===== config.mk =====
export PLATFORM = sky130hd
export DESIGN_NAME = min_reduce_uint_ctrl
export DESIGN_NICKNAME = d
export VERILOG_FILES = /design/src/rtl/min_reduce_pkg.sv /design/src/rtl/gt_uint_nbit.sv /design/src/rtl/min_reduce_uint_ctrl.sv
export SDC_FILE = /design/constraint.sdc
export NUM_CORES = 1
export LEC_CHECK = 0
export BUFFER_PORTS_ARGS = -buffer_cell sky130_fd_sc_hd__clkbuf_2
export CAP_MARGIN = 40
export CORE_MARGIN = 1
export CORE_UTILIZATION = 56
export DETAILED_ROUTE_END_ITERATION = 7
export MAX_ROUTING_LAYER = met4
export PLACE_DENSITY = 0.81
export SLEW_MARGIN = 5
export SYNTH_ARGS = -nofsm -noshare
export SYNTH_HDL_FRONTEND = slang
export SYNTH_HIERARCHICAL = 1
export SYNTH_SLANG_ARGS = --single-unit

===== constraint.sdc =====
create_clock -name clk -period 5.2 [get_ports clk]
set_clock_uncertainty 0.1 [all_clocks]
set_input_delay 0.26 -clock clk [delete_from_list [all_inputs] [get_ports clk]]
set_output_delay 0.26 -clock clk [all_outputs]
set_load 0.05 [all_outputs]

===== src/rtl/min_reduce_pkg.sv =====
// Shared types and constants for the min-reduction controller.
// The all-ones identity is produced by a width-parameterised helper so that
// any WIDTH up to MAX_IDENTITY_W gets a correctly sized reset value for cur_min.
package min_reduce_pkg;

    typedef enum logic [1:0] {
        IDLE  = 2'd0,
        ACCUM = 2'd1,
        DONE  = 2'd2
    } min_reduce_state_t;

    localparam int MAX_IDENTITY_W = 256;

    // Returns a vector whose low 'width' bits are set; callers cast it to their width.
    function automatic logic [MAX_IDENTITY_W-1:0] all_ones(input int width);
        logic [MAX_IDENTITY_W-1:0] r;
        r = '0;
        for (int i = 0; i < MAX_IDENTITY_W; i++) begin
            if (i < width) begin
                r[i] = 1'b1;
            end
        end
        return r;
    endfunction

endpackage


===== src/rtl/gt_uint_nbit.sv =====
// Unsigned greater-than comparator shared with the pairwise min kernels.
// Purely combinational: gt = (a > b) over the full WIDTH.
module gt_uint_nbit #(
    parameter int WIDTH = 32
) (
    input  logic [WIDTH-1:0] a,
    input  logic [WIDTH-1:0] b,
    output logic             gt
);

    assign gt = (a > b);

endmodule


===== src/rtl/min_reduce_uint_ctrl.sv =====
// Streaming minimum reduction over a length-programmed burst of unsigned words.
// One element per cycle is accepted in ACCUM; the result is held in DONE until
// the consumer takes it.
// Optional feature: define MIN_REDUCE_ARGMIN_EN to add the out_idx port and the
// index register that tracks the first position of the minimum.
module min_reduce_uint_ctrl
    import min_reduce_pkg::*;
#(
    parameter int WIDTH   = 32,
    parameter int COUNT_W = 16
) (
    input  logic               clk,
    input  logic               rst,
    input  logic               start,
    input  logic [COUNT_W-1:0] len,
    input  logic               in_valid,
    output logic               in_ready,
    input  logic [WIDTH-1:0]   in_data,
    output logic               out_valid,
    input  logic               out_ready,
    output logic [WIDTH-1:0]   out_min,
`ifdef MIN_REDUCE_ARGMIN_EN
    output logic [COUNT_W-1:0] out_idx,
`endif
    output logic               busy
);

    localparam logic [WIDTH-1:0] IDENTITY = WIDTH'(all_ones(WIDTH));

    min_reduce_state_t state;
    min_reduce_state_t next_state;

    logic [COUNT_W-1:0] len_reg;
    logic [COUNT_W-1:0] count;
    logic [WIDTH-1:0]   min_reg;
    logic               cur_gt_in;
    logic               accept;
    logic               last_elem;
    logic               take;

    // cur_min lives in the result register; it is only meaningful to the
    // consumer once out_valid is high, so no separate output copy is needed.
    assign out_min = min_reg;

    gt_uint_nbit #(
        .WIDTH(WIDTH)
    ) u_gt (
        .a (min_reg),
        .b (in_data),
        .gt(cur_gt_in)
    );

    assign accept    = in_valid && in_ready;
    assign last_elem = (count == (len_reg - COUNT_W'(1)));
    // The first element always loads, which also covers an all-ones first value
    // that would otherwise tie with the identity and be skipped.
    assign take      = accept && (cur_gt_in || (count == '0));

    // State register.
    always_ff @(posedge clk or posedge rst) begin
        if (rst) begin
            state <= IDLE;
        end else begin
            state <= next_state;
        end
    end

    // Next-state logic; handshake outputs decode from the registered state only.
    always_comb begin
        next_state = state;
        in_ready   = 1'b0;
        out_valid  = 1'b0;
        busy       = 1'b1;
        case (state)
            IDLE: begin
                busy = 1'b0;
                if (start) begin
                    next_state = (len == '0) ? DONE : ACCUM;
                end
            end
            ACCUM: begin
                in_ready = 1'b1;
                if (in_valid && last_elem) begin
                    next_state = DONE;
                end
            end
            DONE: begin
                out_valid = 1'b1;
                if (out_ready) begin
                    next_state = IDLE;
                end
            end
            default: begin
                next_state = IDLE;
                busy       = 1'b0;
            end
        endcase
    end

    // Burst length, element counter and running minimum.
    always_ff @(posedge clk or posedge rst) begin
        if (rst) begin
            len_reg <= '0;
            count   <= '0;
            min_reg <= '0;
        end else if ((state == IDLE) && start) begin
            len_reg <= len;
            count   <= '0;
            min_reg <= IDENTITY;
        end else if (accept) begin
            count <= count + COUNT_W'(1);
            if (take) begin
                min_reg <= in_data;
            end
        end
    end

`ifdef MIN_REDUCE_ARGMIN_EN
    // Position of the minimum; strict greater-than keeps the first occurrence on ties.
    always_ff @(posedge clk or posedge rst) begin
        if (rst) begin
            out_idx <= '0;
        end else if ((state == IDLE) && start) begin
            out_idx <= '0;
        end else if (take) begin
            out_idx <= count;
        end
    end
`endif

endmodule


==> flow_summary_export.csv <==
group,metric,value,unit
yosys,netlist_instances,517,
global_routing,grt_use_total,0.274,
floorplanning,start_util,0.584,
yosys,synth_area,4280,sq um
yosys,ys_types,54,
routing,routed-wl-met2,4590,um
final_layout,area_growth,16.4,%
yosys,async_reset_ff_frac,1.00,
yosys,avgSynthCellArea,8.28,sq um
routing,drt_iter0_markers,261,
routing,top_layer,"met4",
power,finalPower,3.01,mW
timing,rsz0062_at_grt,"false",
routing,num_vias,3846,
power,p_per_area,604,nW/um^2
timing,timing.fmax,296,MHz
placed_design,post-dp-hpwl,7230,um
global_routing,grt_start_max_net_pins,70,
routing,wire_per_inst,14.0,um
critical_path,cp_max_fo,43,
floorplanning,fp.dieArea,8000,sq um
global_routing,overflow,0,
timing,slew_violations,0,
global_routing,grt_pass1_wl,16100,um
timing,period_needed,3370,ps
cts,ctsResizeCount,0,
yosys,netlist.area_leader.share,0.386,
cts,cts_setup_buffers,0,
final_layout,final_util,0.680,
timing,worst_slew_pin_slew,811,ps
critical_path,critPathMaxStageDelay,470,ps
routing,drcViolationCount,0,
power,ir_drop,0.647,mV
cts,insertion_delay,350,ps
critical_path,critPathSlowestCell,"a21boi_4",
yosys,ys_warn_count,6,
hold_path,hold_class,"primary input to flop",
cts,htree_levels,3,
final_layout,n_fill_cell,635,
routing,vias_per_cell,5.51,
final_layout,antenna-diode-count,0,
final_layout,nets,685,
critical_path,start_kind,"flop",
yosys,syn-num-nets,608,
job,drv_cap,0,
critical_path,worst_path_dominant_cell_family,"compound AO/OA/AOI/OAI gates",
yosys,synth_seq_area_share,0.386,
yosys,yosys-top-cells-area,"dfrtp_1, ha_1, nor2_1",
critical_path,cp_cell_sequence,"ha_1, nand4_1, nor4_1, a21boi_0, o31ai_1, a21oi_1, a311o_1, a21boi_4, buf_4, nor2_1, a21oi_1",
cts,clockBufferDepth,2,
power,power_leakage,2.46,nW
timing,period_share,0.649,
routing,dr_wl_met3,608,um
critical_path,crit_top_cell,"a21oi_1",
critical_path,worstSetupPathType,"flop to flop",
cts,cts_num_sinks,66,
routing,wl,9770,um
final_layout,layout-drive-gt1-share,0.187,
yosys,yosys.area.top_type,"dfrtp_1",
cts,cts_root_buf,"clkbuf_8",
timing,hold_violations,0,
critical_path,endpoint_kind,"flop",
critical_path,cp_data_required_time,5370,ps
floorplanning,ios,88,
routing,wl_met1,4270,um
floorplanning,row_count,31,
routing,drt-pass1-iter-count,4,
yosys,synth.most_common_cell,"nor2_1",
floorplanning,die_h,89.4,um
yosys,ys_seq_elements,66,
critical_path,critPathBufInv,1,
floorplanning,die_w,89.4,um
global_routing,antenna_found_initial,0,
timing,tns,0,ps
cts,clkTransAtPathRegs,70,ps
placed_design,gp_congestion,0.829,
status,status,"finished clean",
cts,cts_made_buffers,9,
cts,hold_buffers,0,
cts,tritoncts,"built",
final_layout,largest_register_ffs,32,
critical_path,crit_arrival,3550,ps
yosys,synthTopCellsByCount,"nor2_1, dfrtp_1, nand2_1",
yosys,synthFlopType,"dfrtp_1",
routing,ant_nets,0,
floorplanning,core_area,7330,sq um
timing,setup_viol,0,
placed_design,io_buffers,87,
yosys,synth_edf_count,0,
global_routing,grt_pass1_vias,3617,
timing,slew-limit-headroom,0.459,
worst register-to-register path: stages (launching register included):
cell	delay, ps
dfrtp_1	400
ha_1	340
nand4_1	160
nor4_1	460
a21boi_0	240
o31ai_1	100
a21oi_1	160
a311o_1	150
a21boi_4	470
buf_4	470
nor2_1	110
a21oi_1	150
per-stage QoR:
step	instances	hold slack [ps]	cell area, sq um	worst slack [ps]
finish	698	11.1	4980	1830
global route	698	22.3	4980	1550
CTS	698	9.37	4980	1830
detailed placement	682	374	4770	1830
global placement	682	372	4770	1870
floorplan	517	265	4280	2270
metal layers:
layer,vias up,global-route usage
met5,-,-
met2,131,0.441
met4,0,0.136
met3,25,0.0517
li1,1919,-
met1,1771,0.330
power breakdown:
part / switching (mW) / internal, mW / leakage [nW] / total, mW
clock network: 0.192 / 0.275 / 0.110 / 0.467
registers: 0.218 / 0.706 / 0.785 / 0.924
logic: 1.11 / 0.510 / 1.57 / 1.62
total: 1.52 / 1.49 / 2.46 / 3.01
layout make-up:
type                       count  area (sq um)  share of cell area
tap                           99           124              0.0248
inverter                      43           161              0.0324
multi-input combinational    384          2370               0.476
clock inverter                 1          30.0             0.00602
timing repair buffer          90           458              0.0919
sequential                    66          1650               0.331
clock buffer                  15           186              0.0374
cells by family (layout without fill, tap and decap cells):
family          after synthesis  in the layout  share of synthesized area
xor+xnor                     27             27                     0.0584
mux                           5              5                     0.0123
flops                        66             66                      0.386
compound gates               87             87                      0.123
fa+ha+maj                    38             38                      0.111
simple gates                227            227                      0.248
buf+inv                      67            149                     0.0620
placed cells by master, fill, tap and decap left out, types with 9 or more instances in the layout:
cell type   n
a21oi_1    52
clkbuf_2   87
clkbuf_8   13
dfrtp_1    66
ha_1       38
inv_1      42
nand2_1    66
nand3_1     9
nand4_1    11
nor2_1     84
nor3_1     10
nor4_1     15
o21ai_0    10
xnor2_1    10
xor2_1     16
final timing paths:
check	slack, ps	from	end	depth (start not counted)
min in group asynchronous	30	rst	out_min[22]	3
max in group asynchronous	4450	rst	len_reg[6]	3
hold reg to reg	400	len_reg[15]	len_reg[15]	2
setup / recovery	1830	out_min[14]	out_min[29]	11
setup reg to reg	1830	out_min[14]	out_min[29]	11
hold / removal	10	len[8]	len_reg[8]	3
Note: power is estimated with default switching activity, not from simulation.
